--- src/rtl/mac_frame_sequencer.sv ---
// Frame sequencer feeding an unsigned multiply-accumulate stage: groups operand
// pairs into frames, inserts the flush edge and holds each frame result.
module mac_frame_sequencer #(
  parameter int DW    = 8,
  parameter int AW    = 16,
  parameter int LEN_W = 8
) (
  input  logic             clk,
  input  logic             aclr,
  input  logic [LEN_W-1:0] frame_len,
  input  logic             in_valid,
  output logic             in_ready,
  input  logic [DW-1:0]    in_a,
  input  logic [DW-1:0]    in_b,
  output logic [DW-1:0]    mac_dataa,
  output logic [DW-1:0]    mac_datab,
  output logic             mac_clken,
  output logic             mac_sload,
  input  logic [AW-1:0]    mac_result,
  output logic             res_valid,
  input  logic             res_ready,
  output logic [AW-1:0]    res_data,
  output logic             busy
);

  typedef enum logic [1:0] {
    IDLE,
    RUN,
    FLUSH_PEND
  } state_t;

  state_t           state;
  logic [LEN_W-1:0] cnt;
  logic [LEN_W-1:0] len;
  logic             cap_pend;

  logic             flush_ok;
  logic             issue;
  logic             flush_edge;
  logic [LEN_W-1:0] new_len;
  logic [LEN_W-1:0] cnt_inc;

  // A flush may only fire when the result register will be free by the capture edge.
  assign flush_ok   = !cap_pend && (!res_valid || res_ready);
  assign in_ready   = (state == FLUSH_PEND) ? flush_ok : 1'b1;
  assign issue      = in_valid && in_ready;
  assign flush_edge = (state == FLUSH_PEND) && flush_ok;
  assign new_len    = (frame_len == '0) ? LEN_W'(1) : frame_len;
  assign cnt_inc    = cnt + LEN_W'(1);
  assign busy       = (state != IDLE) || cap_pend || res_valid;

  // NOTE: every output gets a default first so no path through the block infers a latch.
  always_comb begin
    mac_clken = 1'b0;
    mac_sload = 1'b0;
    mac_dataa = in_a;
    mac_datab = in_b;
    if (issue) begin
      mac_clken = 1'b1;
      mac_sload = (state != RUN);
    end else if (flush_edge) begin
      mac_clken = 1'b1;
      mac_sload = 1'b1;
      mac_dataa = '0;
      mac_datab = '0;
    end
  end

  // NOTE: non-blocking assignments keep every register reading pre-edge values.
  always_ff @(posedge clk or posedge aclr) begin
    if (aclr) begin
      state     <= IDLE;
      cnt       <= '0;
      len       <= '0;
      cap_pend  <= 1'b0;
      res_valid <= 1'b0;
      res_data  <= '0;
    end else begin
      case (state)
        IDLE, FLUSH_PEND: begin
          if (issue) begin
            len   <= new_len;
            cnt   <= LEN_W'(1);
            state <= (new_len == LEN_W'(1)) ? FLUSH_PEND : RUN;
          end else if (flush_edge) begin
            state <= IDLE;
          end
        end
        RUN: begin
          if (issue) begin
            cnt <= cnt_inc;
            if (cnt_inc == len) state <= FLUSH_PEND;
          end
        end
        default: state <= IDLE;
      endcase

      // The MAC output settles one edge after the flush; flush_edge implies !cap_pend.
      cap_pend <= flush_edge;

      if (cap_pend) begin
        res_data  <= mac_result;
        res_valid <= 1'b1;
      end else if (res_ready) begin
        res_valid <= 1'b0;
      end
    end
  end

endmodule

--- config.mk ---
export PLATFORM = sky130hd
export DESIGN_NAME = mac_frame_sequencer
export DESIGN_NICKNAME = d
export VERILOG_FILES = /design/src/rtl/mac_frame_sequencer.sv
export SDC_FILE = /design/constraint.sdc
export NUM_CORES = 1
export LEC_CHECK = 0
export ABC_AREA = 1
export CORE_MARGIN = 1
export CORE_UTILIZATION = 43
export DETAILED_ROUTE_END_ITERATION = 10
export GPL_ROUTABILITY_DRIVEN = 1
export PLACE_DENSITY = 0.8
export SLEW_MARGIN = 30
export SYNTH_ARGS = -nofsm -noshare
export SYNTH_HDL_FRONTEND = slang
export SYNTH_SLANG_ARGS = --single-unit
--- constraint.sdc ---
create_clock -name clk -period 1.7 [get_ports clk]
set_input_delay 0.17 -clock clk [delete_from_list [all_inputs] [get_ports clk]]
set_output_delay 0.17 -clock clk [all_outputs]
set_load 0.005 [all_outputs]
* Word level (Yosys, flattened, before mapping)
Index checks and enable logic that the tools add are counted.
Widths: inputs -> output; s select.
** Storage, ports and cells
- Register bits after elaboration :: 36
- Input port bits :: 44
- Output and inout bits :: 37
- Logic and storage cells :: 53
** Cells by class
- Add/sub/neg operators :: 1
- Equality and inequality tests :: 9
- Muxes and demuxes :: 20
- Reductions and logical operators :: 17
** Operators with widths (number)
- $mux 8 :: 7
- $pmux 8 s2 :: 1
- $mux 2 :: 5
- $add 8x1->8 const B :: 1
- $eq 8x1->1 const B :: 1
- $eq 8x8->1 :: 1
- $logic_not 8->1 :: 1
- $mux 1 :: 6
- $ne 2x2->1 const B :: 3
- $reduce_and 3->1 :: 2
- $reduce_bool 2->1 :: 3
- $pmux 2 s2 :: 1
- $logic_and 1x1->1 :: 3
- $logic_or 1x1->1 :: 3
- $ne 3x3->1 const B :: 1
- $eq 2x1->1 const B :: 1
- $eq 2x2->1 const B :: 1
- $logic_not 1->1 :: 2
- $logic_not 2->1 :: 1
- $ne 2x1->1 const B :: 1
- $reduce_and 2->1 :: 1
- $reduce_or 2->1 :: 1

* Depth between registers and ports, before layout
Gate-level depths: netlist of the first run.
- Word-level depth :: 7
- Depth in mapped cells :: 11

* Worst setup path before layout of the first run
No wires, ideal clock.
- Path kind :: register to register
- Start :: register cnt[0]
- End :: register state[0]
- Data arrival time :: 1.373 ns
- Data required time :: 1.573 ns
- Slack :: 0.200 ns
- Cell stages (with the launch flop) :: 11
- Cell sequence :: dfrtp_1 ha_1 inv_1 nand2_1 nand2_1 nor2_1 nand3_1 nor2_1 nand3_1 o21bai_1 o21ai_1
** On the way
- Longest elaborated chain between the ends :: 4
** Ends and longest elaborated chain
- start, declared :: line 33 : logic [LEN_W-1:0] cnt;
- start signal, assigned :: line 91 : cnt <= cnt_inc;
- $add 8x1->8 :: line 49 : assign cnt_inc = cnt + LEN_W'(1);
- $eq 8x8->1 :: line 92 : if (cnt_inc == len) state <= FLUSH_PEND;
- $ne 2x2->1 (no line)
- $reduce_and 3->1 (no line)
- end signal, assigned :: line 84 : state <= (new_len == LEN_W'(1)) ? FLUSH_PEND : RUN;
- end, declared :: line 32 : state_t state;
Every way passes these cells.
A chain may end at the register's enable or synchronous reset.

* Final worst setup path of the first run
- Start :: register state[1]
- End :: output mac_dataa[3]
** On the way
- Longest elaborated chain between the ends :: 4
** Ends and longest elaborated chain
- $eq 2x2->1 :: line 47 : assign flush_edge = (state == FLUSH_PEND) && flush_ok;
- $logic_and 1x1->1 :: line 47
- net flush_edge :: line 39 : logic flush_edge;
- $mux 8 :: line 61 : end else if (flush_edge) begin
- $mux 8 :: line 58 : if (issue) begin
- end, declared :: line 15 : output logic [DW-1:0] mac_dataa,
The timed path passes the listed nets, and every way through them passes these cells.

==> results of run 1 <==
## routing by layer
layer / global-route usage, % / wire length, um / vias to the layer above
met1: 27.07 / 2194 / 888
li1: - / - / 1030
met3: 7.413 / 229 / 4
met2: 36.14 / 2581 / 52
met4: 6.803 / 42 / 0
met5: 0 / 0 / -
## stage by stage
stage / std cells / hold slack, ns / util, %
2_1_floorplan: 265 / 0.2825 / -
5_1_grt: 426 / 0.3208 / 72.01
6_report: 426 / 0.2847 / 72.01
3_5_place_dp: 408 / 0.4585 / 66.84
4_1_cts: 421 / 0.3060 / 69.11
3_3_place_gp: 408 / 0.4526 / 66.84
## cell usage in the layout, fill, tap and decap left out, types with 8 or more instances in the layout
cell / count
buf_2: 16
nor2_1: 13
inv_1: 37
buf_4: 19
clkdlybuf4s50_1: 60
nor2_2: 9
nand2_2: 8
nand3_1: 14
dfrtp_1: 36
nand2_1: 92
nor2_4: 9
o21ai_0: 11
## cell families after synthesis
logic type	synth area share, %
AND/OR/NAND/NOR	35.24
buffers and inverters	10.74
flip-flops	46.30
AO/OA/AOI/OAI	6.623
XOR/XNOR	0.4502
adder cells (fa/ha/maj)	0.6430
## layout make-up
cell class                 instances  area, um2
fill                             336       1219
timing repair buffer             107      973.4
multi-input combinational        179      918.4
sequential                        36      900.9
inverter                          44      170.2
clock buffer                       6      72.57
tap                               52      65.06
clock inverter                     2      35.03
## path summary, 6_finish.rpt
kind	end	depth (start not counted)
max	mac_dataa[3]	10
max in group asynchronous	state[1]	3
min reg2reg	res_data[3]	2
max reg2reg	state[0]	10
min in group clk	res_data[0]	3
min	res_data[5]	3
## Yosys cell counts
cell	count
a21oi_1	1
a21oi_2	1
and3_1	1
buf_4	3
buf_6	1
clkbuf_1	2
dfrtp_1	36
ha_1	1
inv_1	39
inv_2	4
inv_4	1
nand2_1	95
nand2_2	6
nand3_1	16
nand3_2	1
nand4_1	3
nor2_1	21
nor2_2	5
nor2_4	5
nor3_1	2
o21ai_0	11
o21ai_1	1
o21ai_2	1
o21bai_1	2
o22ai_1	5
xor2_1	1
## state kept, by name (all words and copies together), names as in the netlist
signal / count
res_data: 16
cnt: 8
state: 2
cap_pend: 1
res_valid: 1
len: 8
## worst max-delay path: stages (launching register included)
cell     delay (ns)
dfrtp_1        0.36
inv_2          0.06
nor2_4         0.12
inv_2          0.06
nor2_4         0.08
inv_2          0.05
nor2_4         0.11
buf_6          0.14
buf_6          0.09
nor2_2         0.02
buf_2          0.12
## report_power, final
part	internal, mW	leakage, nW	switching [mW]	total, mW
combinational	1.16	1.04	1.06	2.22
sequential	1.21	0.452	0.222	1.43
clock	0.435	0.0552	0.303	0.738
total	2.81	1.55	1.58	4.39
## repair_timing
| action | 4_1_cts | 5_1_grt |
|---|---|---|
| endpoints found under the setup margin | 21 | 21 |
| pin swaps | 4 | 12 |
| hold endpoints to repair | 0 | 0 |
| gates resized for setup | 77 | 25 |
| cloned | 1 | 0 |
| hold buffers | 0 | 0 |
| setup buffers | 4 | 6 |
==> results.py, run 1 <==
metrics = {
    "status": {
        "status": "finished clean",
    },
    "timing": {
        "fmax_mhz": 593.8,
        "max-slew-margin-rel_pct": 70.03,
        "skew_ns": 0.002838,
        "slew_violations": 0,
        "worst_slew_pin_slew_ns": 0.4496,
        "fin_ws_ns": 0.01602,
        "rsz0062_at_grt": "true",
        "finalHoldViolCount": 0,
        "min_period_over_period_pct": 99.06,
        "timing.final.crit_period_ns": 1.684,
        "setup_viol": 0,
        "fin_setup_tns_ns": 0,
    },
    "worst_setup_path": {
        "start_kind": "flip-flop",
        "end_kind": "output port",
        "worstReg2RegStart": "cnt[0]",
        "rrSetupSlack_ns": 0.07,
        "crit_start": "state[1]",
        "worst-path-max-fanout": 6,
        "critPathRequiredTime_ns": 1.53,
        "path_class": "reg2out",
        "cp.arrival_ns": 1.51,
    },
    "synth": {
        "yosys_warnings": 0,
        "synth_top_area_share_pct": 46.30,
        "syn-cell-area_mm2": 0.001946,
        "synth-seq-area-share_pct": 46.30,
        "synthCells": 265,
        "yosysUniqueCellTypes": 26,
        "synth_seq_cells": 36,
        "yosysTopAreaCell": "dfrtp_1",
        "syn_nets": 310,
        "synthTopCellsByArea": "dfrtp_1, nand2_1, inv_1",
        "synth_area_per_cell_um2": 7.342,
    },
    "job": {
        "cap_violations": 0,
    },
    "floorplan": {
        "num_rows": 24,
        "die_area_mm2": 0.004798,
        "dieHeight_um": 69.27,
        "core_mm2": 0.004354,
        "floorplan.die.width_um": 69.27,
        "initial_core_util_pct": 44.68,
        "io_pins": 81,
    },
    "clocking": {
        "clkTransAtPathRegs_ns": 0.07,
        "clock-sinks": 36,
        "clock_latency_ns": 0.29,
        "numCtsBuffers": 5,
        "cts_buffer_depth": 2,
        "h-tree-depth": 2,
        "clockRootBuffer": "clkbuf_8",
        "cts_tree": "done",
    },
    "drt": {
        "vias": 1974,
        "firstDrtPassIters": 4,
        "drt-total-wl_um": 5047,
        "drcViolationCount": 0,
        "ant_nets": 0,
        "first_iter_violations": 110,
        "post_drt_wl_per_cell_um": 11.85,
        "vias_per_cell": 4.634,
    },
    "finish": {
        "antenna_cells": 0,
        "finish.net_count": 418,
        "fin_area_mm2": 0.003136,
        "syn_to_final_growth_pct": 61.16,
        "drive_above_1_share_pct": 24.33,
    },
    "power": {
        "pwr_density_cell_mw_per_mm2": 1401,
        "ir_drop_v": 0.001141,
        "p_leak_nw": 1.547,
        "total_power_mw": 4.392,
    },
    "place": {
        "postPlaceCellArea_mm2": 0.002910,
        "dpl_worst_slack_ns": -0.1946,
        "place.port_buffers": 80,
        "place.gp.congestion": 0.8103,
        "dp_hpwl_um": 3645,
    },
    "worst_hold_path": {
        "hold_class": "in2async",
    },
    "global_route": {
        "grt_pass1_wl_um": 8321,
        "antenna_found_initial": 0,
        "grt_pass1_vias": 1871,
        "globalRouteTotalUtil_pct": 21.91,
        "gr-total-overflow": 0,
        "grt_max_degree": 37,
    },
}
Note: power is estimated with default switching activity, not from simulation.
==> inputs of run 2 (changes only) <==
==> constraint.sdc (replaced) <==
create_clock -name clk -period 1.7 [get_ports clk]
set_input_delay 0.255 -clock clk [delete_from_list [all_inputs] [get_ports clk]]
set_output_delay 0.255 -clock clk [all_outputs]
set_load 0.005 [all_outputs]
==> run 2 against run 1 <==
The flow now finishes with violations (negative setup slack). Non-clock buffer count rose by 8. Wire length rose by 6.3%. Total power fell by 0.67%. Sequential cell count did not move. Sequential share of layout area fell by 0.24 points. Clock-buffer cell count did not move. Sequential power barely moved. Fmax fell by 9.5%. Core utilization rose by 0.60 points. Die area did not move. Global-route usage rose by 1.3 points. Highest routed layer unchanged.
==> results.py, run 2 (synthesis gave the netlist of run 1 again) <==
metrics = {
    "worst_setup_path": {
        "path_depth": 10,
        "path_buf_inv": 6,
        "critPathCapture": "mac_datab[3]",
        "crit_family": "buffers and inverters",
        "crit_slowest_cell": "dfrtp_1",
        "worst-path-max-fanout": 4,
        "reg2regPathDepth": 10,
        "rr_endpoint": "state[0]",
        "cp.arrival_ns": 1.61,
        "worstReg2RegStart": "cnt[1]",
        "path_cells": "inv_2 > nor2_4 > inv_2 > nor2_4 > inv_2 > nor2_4 > buf_6 > buf_6 > nor2_1 > buf_2",
        "crit_path_max_incr_delay_ns": 0.39,
        "crit_start": "state[1]",
        "path_class": "reg2out",
        "critPathRequiredTime_ns": 1.44,
        "end_kind": "output port",
        "rrSetupSlack_ns": 0.11,
        "start_kind": "flip-flop",
    },
    "clocking": {
        "numCtsBuffers": 5,
        "clkTransAtPathRegs_ns": 0.07,
        "clock-sinks": 36,
        "cts_buffer_depth": 2,
        "clock_latency_ns": 0.29,
        "h-tree-depth": 2,
        "clockRootBuffer": "clkbuf_8",
        "ctsHoldBuffers": 0,
        "cts_tree": "done",
    },
    "timing": {
        "min_period_over_period_pct": 109.5,
        "fmax_mhz": 537.4,
        "timing.final.crit_period_ns": 1.861,
        "setup_viol": 17,
        "fin_setup_tns_ns": -2.122,
        "slew_violations": 0,
        "max-slew-margin-rel_pct": 70.38,
        "rsz0062_at_grt": "true",
        "worst_slew_pin_slew_ns": 0.4443,
        "whs_ns": 0.3559,
        "fin_ws_ns": -0.1608,
        "finalHoldViolCount": 0,
        "skew_ns": 0.005111,
    },
    "finish": {
        "largest_register": "res_data",
        "largest_reg_flops": 16,
        "fin_area_mm2": 0.003162,
        "layout_common_cells": "nand2_1, clkdlybuf4s50_1, inv_1",
        "finish.net_count": 426,
        "fillers": 329,
        "fin_cells": 434,
        "drive_above_1_share_pct": 26.44,
        "fin_util_pct": 72.61,
        "top_regs": "res_data (16), cnt (8), len (8)",
        "syn_to_final_growth_pct": 62.51,
        "final_common_cell": "nand2_1",
        "antenna_cells": 0,
    },
    "global_route": {
        "globalRouteTotalUtil_pct": 23.20,
        "grt_pass1_wl_um": 9080,
        "antenna_found_initial": 0,
        "gr-total-overflow": 0,
        "grt_max_degree": 37,
        "grt_pass1_vias": 2062,
    },
    "drt": {
        "first_iter_violations": 76,
        "vias": 2065,
        "ant_nets": 0,
        "post_drt_wl_per_cell_um": 12.37,
        "firstDrtPassIters": 4,
        "drt-total-wl_um": 5367,
        "drcViolationCount": 0,
        "vias_per_cell": 4.758,
    },
    "floorplan": {
        "io_pins": 81,
        "core_mm2": 0.004354,
        "dieHeight_um": 69.27,
        "floorplan.die.width_um": 69.27,
        "initial_core_util_pct": 44.68,
        "num_rows": 24,
        "die_area_mm2": 0.004798,
    },
    "power": {
        "power_switching_share_pct": 37.31,
        "power.clock.fraction_pct": 14.4,
        "pwr-share-seq_pct": 33.2,
        "pwr-share-comb_pct": 52.4,
        "internal_power_mw": 2.735,
        "p_leak_nw": 1.587,
        "ir_drop_v": 0.0007149,
        "switching_power_mw": 1.627,
        "pwr_density_cell_mw_per_mm2": 1380,
        "total_power_mw": 4.362,
    },
    "status": {
        "status": "finished with violations",
        "violations": "negative setup slack",
    },
    "place": {
        "place.gp.congestion": 0.8106,
        "place.port_buffers": 80,
        "postPlaceCellArea_mm2": 0.002918,
        "dpl_worst_slack_ns": -0.3875,
        "dp_hpwl_um": 3747,
        "post-place-cells": 409,
    },
    "worst_hold_path": {
        "hold_class": "in2async",
    },
    "job": {
        "cap_violations": 0,
    },
}
## run 2: cell count changes in the layout (fill, tap and decap cells not counted), moves of 2 or more
cell / change
nand2_2: -3
nor2_2: +3
buf_2: +2
nor2_1: -2
buf_6: +8
buf_8: -2
nand2_1: +2
buf_4: +3
## run 2: worst min path at each step
stage	cells past startpoint	from	slack, ns	to
3_3_place_gp	2	res_data[10]	0.45	res_data[10]
4_1_cts	3	aclr	0.38	cnt[5]
6_report	3	aclr	0.36	res_data[15]
2_1_floorplan	2	mac_result[3]	0.37	res_data[3]
5_1_grt	3	aclr	0.42	cnt[2]
3_5_place_dp	2	res_data[5]	0.46	res_data[5]
## run 2: per-layer routing
metal | global-route usage, % | wire length (um)
met2 | 38.30 | 2717
met1 | 29.14 | 2251
met3 | 4.942 | 271
met5 | 0 | 0
met4 | 10.43 | 127
## run 2: power groups by stage
stage | registers [mW] | logic [mW] | clock network, mW
floorplan | 1.45 | 0.942 | 0
global placement | 1.41 | 1.99 | 0
detailed placement | 1.43 | 2.04 | 0
CTS | 1.43 | 2.15 | 0.643
global route | 1.49 | 2.53 | 0.688
finish | 1.45 | 2.29 | 0.629
## run 2: final cells by class
type                    count  area [um2]  share of cell area, %
clock buffers               6       82.58                  2.612
clock inverters             2       10.01                 0.3166
well taps                  52       65.06                  2.058
multi-input cells         179       910.9                  28.81
inverters                  44       167.7                  5.303
flip-flops and latches     36       900.9                  28.49
repair buffers            115        1025                  32.41
## run 2: worst min-delay path, cell delays in order
cell             delay (ns)
clkdlybuf4s50_1        0.39
inv_1                  0.05
buf_4                  0.38
## run 2: timing repair
item,in CTS,in global routing
setup buffers,13,4
resized for setup,89,18
pin swaps,4,10
gates cloned,1,0
setup endpoints to repair,20,21
